`config.mk`:
```
export PLATFORM = sky130hd
export DESIGN_NAME = glyph_reader
export DESIGN_NICKNAME = d
export VERILOG_FILES = /design/src/rtl/glyph_reader.sv
export SDC_FILE = /design/constraint.sdc
export NUM_CORES = 1
export LEC_CHECK = 0
export CAP_MARGIN = 20
export CORE_MARGIN = 2
export CORE_UTILIZATION = 51
export DETAILED_ROUTE_END_ITERATION = 8
export PLACE_DENSITY = 0.76
export SETUP_SLACK_MARGIN = 0.5
export SLEW_MARGIN = 5
export SYNTH_ARGS = -nofsm -noshare
export SYNTH_HDL_FRONTEND = slang
export SYNTH_SLANG_ARGS = --single-unit
```
`constraint.sdc`:
```
create_clock -name clk -period 2.4 [get_ports clk]
set_input_delay 0.24 -clock clk [delete_from_list [all_inputs] [get_ports clk]]
set_output_delay 0.24 -clock clk [all_outputs]
set_load 0.01 [all_outputs]
```
`src/rtl/glyph_reader.sv`:
```
// glyph_reader: recognises a programmable blank-delimited glyph in a column stream
// and keeps a saturating count of recognised glyphs.
module glyph_reader #(
    parameter int W      = 3,
    parameter int MAXLEN = 4,
    parameter int LW     = 3,
    parameter int CNTW   = 8
) (
    input  logic                  clk,
    input  logic                  reset,
    input  logic                  restart,
    input  logic                  valid,
    input  logic [W-1:0]          bits,
    input  logic [MAXLEN*W-1:0]   pattern,
    input  logic [LW-1:0]         pat_len,
    output logic                  found,
    output logic                  garbage,
    output logic [CNTW-1:0]       count
);
    typedef enum logic [2:0] {GARBAGE, BLANK, MATCH, FULL, DONE} state_t;

    state_t                state, n_state;
    logic [LW-1:0]         idx, n_idx, slen, n_slen, idx_inc;
    logic [MAXLEN*W-1:0]   spat, n_spat;
    logic [CNTW-1:0]       n_count;
    logic [W-1:0]          col;
    logic                  blank, legal;

    assign blank   = bits == '0;
    assign legal   = pat_len != '0 && pat_len <= LW'(MAXLEN);
    assign col     = W'(spat >> (idx * W));
    assign idx_inc = idx + 1'b1;
    assign found   = state == DONE;
    assign garbage = state == GARBAGE;

    always_ff @(posedge clk or negedge reset) begin
        if (!reset) begin
            state <= GARBAGE;
            idx   <= '0;
            spat  <= '0;
            slen  <= '0;
            count <= '0;
        end else begin
            state <= n_state;
            idx   <= n_idx;
            spat  <= n_spat;
            slen  <= n_slen;
            count <= n_count;
        end
    end

    // Pattern match is tested before blank in MATCH so interior all-zero columns are legal.
    always_comb begin
        n_state = state;
        n_idx   = idx;
        n_spat  = spat;
        n_slen  = slen;
        n_count = count;
        if (restart) begin
            n_state = GARBAGE;
            n_idx   = '0;
        end else if (valid) begin
            case (state)
                GARBAGE: n_state = blank ? BLANK : GARBAGE;
                BLANK, DONE: begin
                    if (blank) begin
                        n_state = BLANK;
                    end else if (legal && bits == pattern[W-1:0]) begin
                        n_spat  = pattern;
                        n_slen  = pat_len;
                        n_idx   = LW'(1);
                        n_state = pat_len == LW'(1) ? FULL : MATCH;
                    end else begin
                        n_state = GARBAGE;
                    end
                end
                MATCH: begin
                    if (bits == col) begin
                        n_idx   = idx_inc;
                        n_state = idx_inc == slen ? FULL : MATCH;
                    end else begin
                        n_state = blank ? BLANK : GARBAGE;
                    end
                end
                FULL: begin
                    n_state = blank ? DONE : GARBAGE;
                    n_count = blank && count != '1 ? count + 1'b1 : count;
                end
                default: n_state = GARBAGE;
            endcase
        end
    end
endmodule

```
---- Word-level counts from Yosys, hierarchy flattened ----
Index checks and enable logic that the tools add are counted.
cells by class
  add/subtract/negate cells ............... 2
  multipliers ............................. 1
  $lt $le $gt $ge ......................... 1
  equality and inequality tests ........... 12
  shifts and indexed selects .............. 1
  muxes and demuxes ....................... 16
  bitwise logic cells ..................... 2
  reductions and logical operators ........ 12
operators with widths
  kind                                                                 count
  3-bit 2-to-1 mux                                                     8
  3-bit one-hot mux with 4 select lines                                1
  12-bit by 5-bit >> shifter with 3-bit output                         1
  5-bit AND reduction                                                  2
  3-bit == test                                                        3
  3-bit != test (second input constant)                                3
  8-bit by 1-bit adder with 8-bit output (second input constant)       1
  8-bit != test (second input constant)                                1
  3-bit by 1-bit == test with 1-bit output (second input constant)     2
  3-bit by 2-bit == test with 1-bit output (second input constant)     2
  3-bit logical NOT                                                    2
  2-bit 2-to-1 mux                                                     3
  3-bit one-hot mux with 2 select lines                                1
  3-bit nonzero test                                                   2
  3-bit by 2-bit multiplier with 5-bit output (second input constant)  1
  4-bit AND reduction                                                  1
  3-bit by 1-bit adder with 3-bit output (second input constant)       1
  3-bit == test (second input constant)                                1
  3-bit less-or-equal comparator (second input constant)               1
  1-bit logical AND                                                    3
  1-bit 2-to-1 mux                                                     3
  1-bit NOT                                                            2
  2-bit nonzero test                                                   1
  2-bit OR reduction                                                   1
storage, ports and cells
  register bits ........................... 29
  bits of input ports ..................... 22
  output and inout port bits .............. 10
  logic and storage cells ................. 52

---- Logic depth before layout (Yosys ltp) ----
Gate-level depths: netlist of run 1.
  depth in word-level cells ............... 8
  gate-level depth with buffers ........... 7
  gate-level depth less buffers ........... 6

---- Worst setup path after synthesis of run 1 ----
Ideal clock, no wire load.
  kind .................................... register to register
  start ................................... register idx[0]
  end ..................................... register idx[2]
  library setup time ...................... 0.124 ns
  arrival time ............................ 2.045 ns
  required time ........................... 2.276 ns
  slack ................................... 0.231 ns
  cell stages (with the launch flop) ...... 8
  cells stage by stage .................... dfrtp_1 > buf_6 > mux4_2 > nor4b_2 > a41oi_2 > a211oi_4 > a2111oi_1 > a211o_1
on the way
  cells in the longest elaborated chain, start to end .. 5
  elaborated cells on any way between the ends .. 10
  classes of those cells .................. add/sub: 1; mul: 1; eq/ne: 2; shift: 1; mux: 4; reduce/logical: 1
RTL lines
  element                                                                                                       RTL line  source
  start: declaration                                                                                            23        logic [LW-1:0] idx, n_idx, slen, n_slen, idx_inc;
  start signal: assignment                                                                                      45        idx <= n_idx;
  3-bit by 2-bit multiplier with 5-bit output / 3-bit by 1-bit adder with 3-bit output (equally long branches)  31, 32
  12-bit by 5-bit >> shifter with 3-bit output / 3-bit 2-to-1 mux (equally long branches)                       31, 78
  3-bit == test / 3-bit one-hot mux with 2 select lines (equally long branches)                                 78, 63
  3-bit != test (no source line) / 3-bit 2-to-1 mux (equally long branches)                                     -
  5-bit AND reduction (no source line) / 3-bit 2-to-1 mux (equally long branches)                               -
Parallel ways exist; a longest one is shown, timed or not. The select of a mux whose other input is x is not followed.
A chain may end at the register's enable or synchronous reset.

---- Worst setup path after layout of run 1 ----
Ends and elaborated chain as after synthesis.

==> results of run 1 <==
## power by group
group / internal (mW) / leakage [nW] / switching (mW) / total (mW)
logic: 0.0828 / 0.706 / 0.0633 / 0.146
clock network: 0.138 / 0.0314 / 0.172 / 0.310
registers: 0.502 / 0.393 / 0.0100 / 0.512
## sequential cells by signal, summed over array words and instances, names as in the netlist
register  count
count         8
idx           3
slen          3
spat         12
state         3
## kinds of logic (layout without fill, tap and decap cells)
| group | Yosys count | in the layout | share of synthesized area |
|---|---|---|---|
| buffers and inverters | 11 | 68 | 0.0385 |
| xor gates and xnor gates | 17 | 17 | 0.0880 |
| and+or+nand+nor | 44 | 44 | 0.147 |
| AOI/OAI and AO/OA | 21 | 21 | 0.105 |
| muxes | 20 | 20 | 0.178 |
| DFF | 29 | 29 | 0.429 |
| adders and majority gates | 2 | 2 | 0.0148 |
## synthesized netlist by cell type (2+ instances only)
cell type                  count
sky130_fd_sc_hd__a211o_1       2
sky130_fd_sc_hd__a21oi_1       6
sky130_fd_sc_hd__buf_4         2
sky130_fd_sc_hd__buf_6         2
sky130_fd_sc_hd__clkbuf_1      2
sky130_fd_sc_hd__dfrtp_1      29
sky130_fd_sc_hd__ha_1          2
sky130_fd_sc_hd__inv_1         4
sky130_fd_sc_hd__mux2_2        7
sky130_fd_sc_hd__mux2_4       10
sky130_fd_sc_hd__mux4_2        2
sky130_fd_sc_hd__nand2_1      10
sky130_fd_sc_hd__nand2b_1      2
sky130_fd_sc_hd__nand3_1       2
sky130_fd_sc_hd__nand4_1       4
sky130_fd_sc_hd__nor2_1       11
sky130_fd_sc_hd__o21ai_0       4
sky130_fd_sc_hd__o21bai_1      2
sky130_fd_sc_hd__or3_1         3
sky130_fd_sc_hd__or4_1         3
sky130_fd_sc_hd__xnor2_1      14
sky130_fd_sc_hd__xor2_1        3
## layer usage
layer,GRT usage,vias up,share of wire
met4,0.0699,0,0.011
met3,0.0651,5,0.044
met5,0,-,0
met1,0.317,688,0.43
li1,-,643,-
met2,0.391,42,0.52
## final timing paths
check                                     from                   end  slack [ns]  cells after the start
hold / removal                           reset  state[0]$_DFFE_PN0P_        0.28                      2
max in group asynchronous                reset  count[2]$_DFFE_PN0P_        1.82                      2
setup reg to reg            idx[0]$_DFFE_PN0P_    idx[2]$_DFFE_PN0P_        0.14                      6
min in group clk                    pattern[1]   spat[1]$_DFFE_PN0P_        0.32                      2
hold reg to reg            spat[9]$_DFFE_PN0P_   spat[9]$_DFFE_PN0P_        0.51                      1
setup / recovery            idx[0]$_DFFE_PN0P_    idx[2]$_DFFE_PN0P_        0.14                      6
## layout make-up
type	instances	share of cell area
repair buffers	57	0.234
multi-input cells	104	0.408
inverters	4	0.00629
clock buffers	7	0.0230
flip-flops and latches	29	0.305
well taps	44	0.0230
## worst register-to-register path, stage by stage, from the launching register on
cell and delay, ns:
sky130_fd_sc_hd__dfrtp_2 0.45, sky130_fd_sc_hd__mux4_2 0.59, sky130_fd_sc_hd__xnor2_2 0.17, sky130_fd_sc_hd__a41oi_2 0.18, sky130_fd_sc_hd__a211oi_4 0.35, sky130_fd_sc_hd__a2111oi_1 0.14, sky130_fd_sc_hd__a211o_1 0.25
## per-stage QoR
stage	utilization	power [mW]	TNS [ns]
6_report	0.770	0.968	0
5_1_grt	0.770	1.01	0
4_1_cts	0.749	0.962	0
3_5_place_dp	0.681	0.658	-3.21
3_3_place_gp	0.681	0.653	-2.61
2_1_floorplan	-	0.582	0
## repair_timing
item,4_1_cts,5_1_grt
setup buffers,9,2
pin swaps,12,12
resized for setup,28,11
gates cloned,1,0
setup endpoints to repair,29,29
==> metrics.txt, run 1 <==
# TYPE chip_impl_metric gauge
chip_impl_info{name="status",value="complete, no violations"} 1
chip_impl_info{name="clockRootBuffer",value="sky130_fd_sc_hd__clkbuf_4"} 1
chip_impl_metric{name="die_y",unit="um"} 61.6
chip_impl_metric{name="leakage_dissipation",unit="nW"} 1.13
chip_impl_metric{name="post-route-worst-setup-slack",unit="ns"} 0.138
chip_impl_metric{name="insertedDiodeCount",unit=""} 0
chip_impl_info{name="path_cells",value="mux4_2, xnor2_2, a41oi_2, a211oi_4, a2111oi_1, a211o_1"} 1
chip_impl_metric{name="fin_crit_sh",unit=""} 0.943
chip_impl_metric{name="area.sequential",unit="um2"} 729
chip_impl_metric{name="yosysUniqueCellTypes",unit=""} 40
chip_impl_info{name="mostFrequentLayoutCells",value="sky130_fd_sc_hd__dfrtp_1 (26), sky130_fd_sc_hd__clkdlybuf4s50_1 (23), sky130_fd_sc_hd__buf_4 (16)"} 1
chip_impl_metric{name="placedCellCount",unit=""} 226
chip_impl_metric{name="dp_hpwl",unit="um"} 2680
chip_impl_metric{name="postRouteWirelength",unit="um"} 4250
chip_impl_metric{name="syn2layout_area_growth",unit="%"} 41.2
chip_impl_metric{name="finalSetupViolations",unit=""} 0
chip_impl_metric{name="clock_tree.htree_level_count",unit=""} 2
chip_impl_metric{name="critPathRequiredTime",unit="ns"} 2.62
chip_impl_metric{name="synthesis.area",unit="um2"} 1690
chip_impl_metric{name="pwr_density_cell",unit="nW/um2"} 405
chip_impl_metric{name="worstPathMaxFanout",unit=""} 6
chip_impl_metric{name="layoutNonFillerInstCount",unit=""} 245
chip_impl_metric{name="floorplan.die_area",unit="um2"} 3790
chip_impl_metric{name="vias_in_the_first_global_route",unit=""} 1379
chip_impl_metric{name="ctsLongestPathBuffers",unit=""} 2
chip_impl_info{name="critPathKind",value="reg2reg"} 1
chip_impl_metric{name="design.final.nets",unit=""} 225
chip_impl_metric{name="skew",unit="ns"} 0.0211
chip_impl_metric{name="floorplan.initialDensity",unit=""} 0.545
chip_impl_metric{name="io_buffers",unit=""} 31
chip_impl_metric{name="avgRoutedWirePerCell",unit="um"} 17.4
chip_impl_metric{name="drc",unit=""} 0
chip_impl_metric{name="gp_routability_congestion",unit=""} 0.828
chip_impl_metric{name="dr.pass1.iters",unit=""} 4
chip_impl_metric{name="ctsHoldBuffers",unit=""} 0
chip_impl_metric{name="finalHoldViolCount",unit=""} 0
chip_impl_metric{name="synthesis.instances",unit=""} 144
chip_impl_metric{name="yosys_warnings",unit=""} 0
chip_impl_metric{name="antenna_found_initial",unit=""} 0
chip_impl_info{name="cts_tree",value="yes"} 1
chip_impl_metric{name="final_layout_size_suffix_gt1_frac",unit=""} 0.348
chip_impl_metric{name="num_rows",unit=""} 20
chip_impl_metric{name="timing_worst_slew_pin_value",unit="ns"} 0.382
chip_impl_metric{name="critical_path.n_buffers_inverters",unit=""} 0
chip_impl_metric{name="worst_hold_slack",unit="ns"} 0.278
chip_impl_metric{name="pre_cts_setup_slack",unit="ns"} -0.250
chip_impl_metric{name="dr_total_vias",unit=""} 1378
chip_impl_info{name="synth_top_area_cell",value="sky130_fd_sc_hd__dfrtp_1"} 1
chip_impl_metric{name="yosys.area.top_type_share",unit=""} 0.429
chip_impl_metric{name="initialDrtViolationCount",unit=""} 101
chip_impl_metric{name="die_width",unit="um"} 61.6
chip_impl_metric{name="tritoncts.num_buffers",unit=""} 5
chip_impl_metric{name="groute.usage.overall",unit=""} 0.241
chip_impl_metric{name="multiInputGateArea",unit="um2"} 975
chip_impl_info{name="final_common_cell",value="sky130_fd_sc_hd__dfrtp_1"} 1
chip_impl_metric{name="fp.coreArea",unit="um2"} 3100
chip_impl_metric{name="grt.overflow.total",unit=""} 0
chip_impl_metric{name="synthesis.nets",unit=""} 168
chip_impl_metric{name="asyncSetResetFlopFracSynth",unit=""} 1.00
chip_impl_metric{name="cts_clock_pin_slew_for_the_worst_setup_and_hold_paths",unit="ns"} 0.11
chip_impl_info{name="postSynth.topFlopCell",value="sky130_fd_sc_hd__dfrtp_1"} 1
chip_impl_metric{name="synthesis_stage_register_bit_count",unit=""} 29
chip_impl_metric{name="finish.instance_area",unit="um2"} 2390
chip_impl_metric{name="timing.final.max_slew_violations",unit=""} 0
chip_impl_info{name="critPathTopFamily",value="compound AO/OA/AOI/OAI gates"} 1
chip_impl_info{name="critical_path.endpoint_type",value="flop"} 1
chip_impl_metric{name="fillCellCount",unit=""} 219
chip_impl_metric{name="synth.avg_cell_area",unit="um2"} 11.7
chip_impl_metric{name="avgViaCountPerCell",unit=""} 5.62
chip_impl_metric{name="largest_net_degree_at_the_start_of_global_routing",unit=""} 30
chip_impl_metric{name="count_of_flip_flops_with_a_built_in_enable_after_synthesis",unit=""} 0
chip_impl_metric{name="timing.max_slew.rel_slack",unit=""} 0.744
chip_impl_metric{name="peak_supply_drop",unit="V"} 0.000255
chip_impl_metric{name="clkLatencyLatePin",unit="ns"} 0.34
chip_impl_metric{name="placed_area",unit="um2"} 2110
chip_impl_metric{name="slowest_stage_delay_on_critical_path",unit="ns"} 0.59
chip_impl_info{name="worst_setup_path_start_kind",value="flop"} 1
chip_impl_metric{name="synth.yosys.seq_area_share",unit=""} 0.429
chip_impl_info{name="holdCritPathClass",value="in2async"} 1
chip_impl_metric{name="boundaryPins",unit=""} 32
chip_impl_metric{name="crit_arrival",unit="ns"} 2.48
chip_impl_metric{name="max_cap_viol_count",unit=""} 0
chip_impl_metric{name="drtAntennaViolNets",unit=""} 0
chip_impl_metric{name="time_the_final_worst_path_needs_with_i_o_delays_and_setup",unit="ns"} 2.26
chip_impl_metric{name="first_pass_grt_wire_length",unit="um"} 6500
chip_impl_metric{name="clock-sinks",unit=""} 29
chip_impl_info{name="crit_slowest_cell",value="sky130_fd_sc_hd__mux4_2"} 1
chip_impl_info{name="synth.top_cells.by_area",value="sky130_fd_sc_hd__dfrtp_1 (43%), sky130_fd_sc_hd__mux2_4 (8.9%), sky130_fd_sc_hd__xnor2_1 (7.2%)"} 1
chip_impl_info{name="grt_setup_unrepaired",value="yes"} 1
chip_impl_metric{name="max_freq",unit="MHz"} 442
Power figures use the tool's default switching activity.
==> inputs of run 2 (changes only) <==
Settings changed: CORE_MARGIN 2 to not set, SLEW_MARGIN 5 to 20.
==> metrics.txt, run 2 (same netlist as run 1, synthesis figures left out) <==
# TYPE chip_impl_metric gauge
chip_impl_info{name="worst_setup_path_start_kind",value="flop"} 1
chip_impl_metric{name="boundaryPins",unit=""} 32
chip_impl_metric{name="largest_net_degree_at_the_start_of_global_routing",unit=""} 30
chip_impl_metric{name="design.final.nets",unit=""} 225
chip_impl_metric{name="fp.coreArea",unit="um2"} 3100
chip_impl_metric{name="time_the_final_worst_path_needs_with_i_o_delays_and_setup",unit="ns"} 2.22
chip_impl_metric{name="die_width",unit="um"} 59.6
chip_impl_info{name="grt_setup_unrepaired",value="yes"} 1
chip_impl_info{name="final_common_cell",value="sky130_fd_sc_hd__dfrtp_1"} 1
chip_impl_metric{name="syn2layout_area_growth",unit="%"} 41.6
chip_impl_metric{name="postRouteWirelength",unit="um"} 4060
chip_impl_metric{name="tritoncts.num_buffers",unit=""} 5
chip_impl_metric{name="critPathRequiredTime",unit="ns"} 2.62
chip_impl_metric{name="global_route.usage.met1",unit=""} 0.360
chip_impl_info{name="critPathTopFamily",value="compound AO/OA/AOI/OAI gates"} 1
chip_impl_metric{name="skew",unit="ns"} 0.0116
chip_impl_metric{name="die_y",unit="um"} 59.6
chip_impl_metric{name="groute.usage.overall",unit=""} 0.265
chip_impl_metric{name="timing.final.max_slew_violations",unit=""} 0
chip_impl_metric{name="initialDrtViolationCount",unit=""} 89
chip_impl_info{name="crit-reg2reg-launch",value="idx[0]$_DFFE_PN0P_"} 1
chip_impl_metric{name="avgViaCountPerCell",unit=""} 5.61
chip_impl_metric{name="num_rows",unit=""} 20
chip_impl_metric{name="final_util",unit=""} 0.772
chip_impl_metric{name="first_pass_grt_wire_length",unit="um"} 6810
chip_impl_info{name="mostFrequentLayoutCells",value="sky130_fd_sc_hd__dfrtp_1 (25), sky130_fd_sc_hd__clkdlybuf4s50_1 (23), sky130_fd_sc_hd__buf_4 (16)"} 1
chip_impl_info{name="crit_slowest_cell",value="sky130_fd_sc_hd__mux4_2"} 1
chip_impl_metric{name="layoutNonFillerInstCount",unit=""} 246
chip_impl_metric{name="flip_flop_count_of_the_largest_register_all_copies_and_words_added",unit=""} 12
chip_impl_info{name="holdCritPathClass",value="in2async"} 1
chip_impl_metric{name="clock-sinks",unit=""} 29
chip_impl_metric{name="globalRouteMet3Util",unit=""} 0.0480
chip_impl_info{name="grt_most_used_layer",value="met2"} 1
chip_impl_info{name="path_cells",value="mux4_2, xnor2_2, a41oi_2, a211oi_4, buf_4, a21oi_1, a2bb2oi_1"} 1
chip_impl_metric{name="final_layout_size_suffix_gt1_frac",unit=""} 0.381
chip_impl_metric{name="gp_routability_congestion",unit=""} 0.778
chip_impl_metric{name="drtAntennaViolNets",unit=""} 0
chip_impl_info{name="clockRootBuffer",value="sky130_fd_sc_hd__clkbuf_4"} 1
chip_impl_metric{name="pwr-share-comb",unit=""} 0.158
chip_impl_metric{name="pwr_density_cell",unit="nW/um2"} 393
chip_impl_metric{name="clock_tree.htree_level_count",unit=""} 2
chip_impl_metric{name="timing.max_slew.rel_slack",unit=""} 0.750
chip_impl_metric{name="post-route-worst-setup-slack",unit="ns"} 0.178
chip_impl_metric{name="insertedDiodeCount",unit=""} 0
chip_impl_metric{name="crit_arrival",unit="ns"} 2.44
chip_impl_metric{name="timing_worst_slew_pin_value",unit="ns"} 0.375
chip_impl_metric{name="drc",unit=""} 0
chip_impl_metric{name="finalSetupViolations",unit=""} 0
chip_impl_metric{name="total_power",unit="mW"} 0.941
chip_impl_metric{name="netSwitchingPower",unit="mW"} 0.244
chip_impl_info{name="critical_path_launch_point",value="idx[0]$_DFFE_PN0P_"} 1
chip_impl_metric{name="io_buffers",unit=""} 31
chip_impl_metric{name="avgRoutedWirePerCell",unit="um"} 16.5
chip_impl_metric{name="swShare",unit=""} 0.259
chip_impl_metric{name="finalHoldViolCount",unit=""} 0
chip_impl_metric{name="max_freq",unit="MHz"} 450
chip_impl_metric{name="slowest_stage_delay_on_critical_path",unit="ns"} 0.59
chip_impl_info{name="status",value="complete, no violations"} 1
chip_impl_info{name="layout_top_registers",value="spat x12, count x8"} 1
chip_impl_metric{name="ctsLongestPathBuffers",unit=""} 2
chip_impl_metric{name="grt_util_met2",unit=""} 0.404
chip_impl_info{name="critPathKind",value="reg2reg"} 1
chip_impl_metric{name="grt.overflow.total",unit=""} 0
chip_impl_metric{name="sequential_power_share",unit=""} 0.544
chip_impl_metric{name="vias_in_the_first_global_route",unit=""} 1435
chip_impl_metric{name="clkLatencyLatePin",unit="ns"} 0.33
chip_impl_metric{name="finish.instance_area",unit="um2"} 2400
chip_impl_info{name="max_flop_register",value="spat"} 1
chip_impl_metric{name="cts_clock_pin_slew_for_the_worst_setup_and_hold_paths",unit="ns"} 0.10
chip_impl_metric{name="floorplan.die_area",unit="um2"} 3550
chip_impl_metric{name="placedCellCount",unit=""} 225
chip_impl_metric{name="critical_path.n_buffers_inverters",unit=""} 1
chip_impl_metric{name="ctsHoldBuffers",unit=""} 0
chip_impl_info{name="cts_tree",value="yes"} 1
chip_impl_metric{name="worstPathMaxFanout",unit=""} 6
chip_impl_metric{name="fin_crit_sh",unit=""} 0.926
chip_impl_metric{name="dr_total_vias",unit=""} 1379
chip_impl_metric{name="max_cap_viol_count",unit=""} 0
chip_impl_metric{name="pre_cts_setup_slack",unit="ns"} -0.267
chip_impl_metric{name="p_int",unit="mW"} 0.697
chip_impl_metric{name="dp_hpwl",unit="um"} 2700
chip_impl_metric{name="dr.pass1.iters",unit=""} 4
chip_impl_metric{name="leakage_dissipation",unit="nW"} 1.13
chip_impl_metric{name="floorplan.initialDensity",unit=""} 0.545
chip_impl_metric{name="power.clock.fraction",unit=""} 0.298
chip_impl_metric{name="antenna_found_initial",unit=""} 0
chip_impl_info{name="critical_path.endpoint_type",value="flop"} 1
chip_impl_metric{name="peak_supply_drop",unit="V"} 0.000351
chip_impl_metric{name="placed_area",unit="um2"} 2100
[run 2: final timing paths]
check	end	slack, ns	depth (start not counted)
hold reg to reg	count[5]$_DFFE_PN0P_	0.51	1
hold / removal	idx[2]$_DFFE_PN0P_	0.28	2
setup / recovery	idx[0]$_DFFE_PN0P_	0.18	7
setup reg to reg	idx[0]$_DFFE_PN0P_	0.18	7
max in group asynchronous	state[2]$_DFFE_PN0P_	1.81	2
min in group clk	spat[1]$_DFFE_PN0P_	0.31	2
[run 2: area by class of cell]
cell class	count	area [um2]
repair buffers	57	554
clock buffers	6	41.3
well taps	44	55.1
clock inverters	2	10.0
inverters	4	15.0
multi-input cells	104	990
flip-flops and latches	29	731
fillers	219	707
[run 2: per-stage QoR]
stage                     TNS, ns  hold WS (ns)
after CTS                       0         0.292
after floorplan                 0       -0.0556
after global routing            0         0.307
after detailed placement    -4.94         0.496
after global placement      -3.51         0.488
final                           0         0.279
[run 2: repair_timing]
action	4_1_cts	5_1_grt
endpoints found under the hold margin	0	0
cloned	1	0
resized for setup	29	18
setup endpoints to repair	28	30
pin swaps	16	13
buffers inserted	9	3
[run 2: per-layer routing]
layer  up-vias  part of all wire
li1        638                 -
met1       678              0.44
met2        50              0.48
met3        13             0.052
met4         0             0.028
met5         -                 0
[run 2: power by group through the flow]
stage | Clock, mW | Combinational (mW) | Sequential (mW)
finish | 0.281 | 0.148 | 0.512
global route | 0.311 | 0.161 | 0.514
CTS | 0.289 | 0.143 | 0.512
detailed placement | 0 | 0.136 | 0.523
global placement | 0 | 0.132 | 0.521
floorplan | 0 | 0.0659 | 0.517
==> edit (flow settings as in run 1) <==
Put a register stage on the outputs `found` and `garbage`. The values now appear one clock later. The other outputs are not delayed to match.
--- a/src/rtl/glyph_reader.sv
+++ b/src/rtl/glyph_reader.sv
@@ -32,4 +32,6 @@
     assign idx_inc = idx + 1'b1;
-    assign found   = state == DONE;
-    assign garbage = state == GARBAGE;
+    always_ff @(posedge clk) begin
+        found   <= state == DONE;
+        garbage <= state == GARBAGE;
+    end
 
Behaviour: not the same (Yosys sat finds a counterexample within 4 cycles, from zero or initial values and one cycle with reset low).
==> edit against run 1 <==
First-iteration DRC count is 33% lower; final cell count grew 4.1%; sequential share of layout area increased by 0.38 points; total power grew 8.4%; via count grew 0.94%; global-route usage down 1.2 points; synthesized area rose by 2.4%; sequential cell count grew 2; die area up 2.2%; synthesized cell count grew 1.4%; worst setup slack got worse by 0.018 ns; non-clock buffer count up 5; cell area is 4.2% higher; routed wire length fell by 3.8%; largest cell class unchanged; highest routed layer unchanged.
==> edit: results (changes against run 1) <==
| Metric | Value |
|---|---|
| Internal Power | 0.798 mW (+10%) |
| R2r setup slk | 0.12 ns (-0.02 ns) |
| Slew of the pin with the lowest slew margin | 0.426 ns (+0.0440 ns) |
| First-pass GRT wire length | 6870 µm (+5.7%) |
| WL met3 | 150 µm (-19%) |
| Wire length on met1 | 1820 µm (-0.11%) |
| Metal2 WL | 2070 µm (-5.9%) |
| Fillers | 239 (+9.1%) |
| WHS | 0.280 ns (+0.00231 ns) |
| Reg-to-reg critical path endpoint | idx[1]$_DFFE_PN0P_ |
| Starting DRT DRC Count | 68 (-33%) |
| Syn Nets | 170 (+1.2%) |
| Register area share after synthesis | 0.442 (+0.0132) |
| Placed Cells | 228 (+0.88%) |
| Post-CTS Resized | 31 (+11%) |
| Crit path DAT | 2.51 ns (+0.03 ns) |
| Mux cell area share after synthesis | 0.173 (-0.00410) |
| Worst vdd ir | 305 µV (+20%) |
| Routed WL | 4090 µm (-3.8%) |
| Layout cell share with drive strength beyond 1 | 0.373 (+0.0249) |
| P_clk | 0.347 mW (+12%) |
| Adder-cell share of the synthesized area | 0.0145 (-0.000342) |
| Post-DP Area | 2140 µm² (+1.3%) |
| Clock skew | 0.00850 ns (-0.0126 ns) |
| Lkg Pwr | 1.16 nW (+2.9%) |
| Ys async rst share | 0.935 (-0.0645) |
| GR met2 Demand/Resource | 0.380 (-0.0105) |
| Post-CTS Setup Repair Bufs | 11 (+2) |
| GR Util met3 | 0.0543 (-0.0108) |
| XOR/XNOR share of the synthesized area | 0.0860 (-0.00204) |
| Detailed placement HPWL | 2650 µm (-1.2%) |
| Top post-synthesis cells by area | dfrtp_1, mux2_4, xnor2_1, mux2_2, mux4_2 |
| Status | finished clean |
| Vias per Instance | 5.45 (-3.0%) |
| Seq pwr | 0.546 mW (+6.6%) |
| Area of the multi-input gates | 986 µm² (+1.2%) |
| WL per Instance | 16.0 µm (-7.6%) |
| Worst reg-to-reg path cell count | 7 (+1) |
| Syn Inst Count | 146 (+1.4%) |
| Grt met1 use | 0.300 (-0.0170) |
| Gpl congestion | 0.834 (+0.74%) |
| Worst slack at placement | -0.258 ns (-0.00765 ns) |
| TritonCTS buffer count | 5 (unchanged) |
| Total Routing Usage GR | 0.229 (-0.0119) |
| Synth unique cells | 41 (+2.5%) |
==> edit: final cells by class <==
| class | count | share of cell area |
|---|---|---|
| Tap cell | 46 | 0.0231 |
| Multi-Input combinational cell | 104 | 0.396 |
| Timing Repair Buffer | 62 | 0.238 |
| Inverter | 4 | 0.00603 |
| Sequential cell | 31 | 0.309 |
| Clock buffer | 8 | 0.0277 |
==> edit: how the worst max path moves through the flow <==
stage | start | endpoint | slack (ns) | depth (start not counted)
4_1_cts | idx[0]$_DFFE_PN0P_ | idx[1]$_DFFE_PN0P_ | 0.14 | 8
3_3_place_gp | bits[0] | count[5]$_DFFE_PN0P_ | -0.27 | 8
2_1_floorplan | state[0]$_DFFE_PN0P_ | slen[0]$_DFFE_PN0P_ | 0.24 | 7
6_report | idx[0]$_DFFE_PN0P_ | idx[1]$_DFFE_PN0P_ | 0.12 | 7
3_5_place_dp | bits[0] | count[5]$_DFFE_PN0P_ | -0.26 | 8
5_1_grt | idx[0]$_DFFE_PN0P_ | idx[1]$_DFFE_PN0P_ | 0.06 | 7
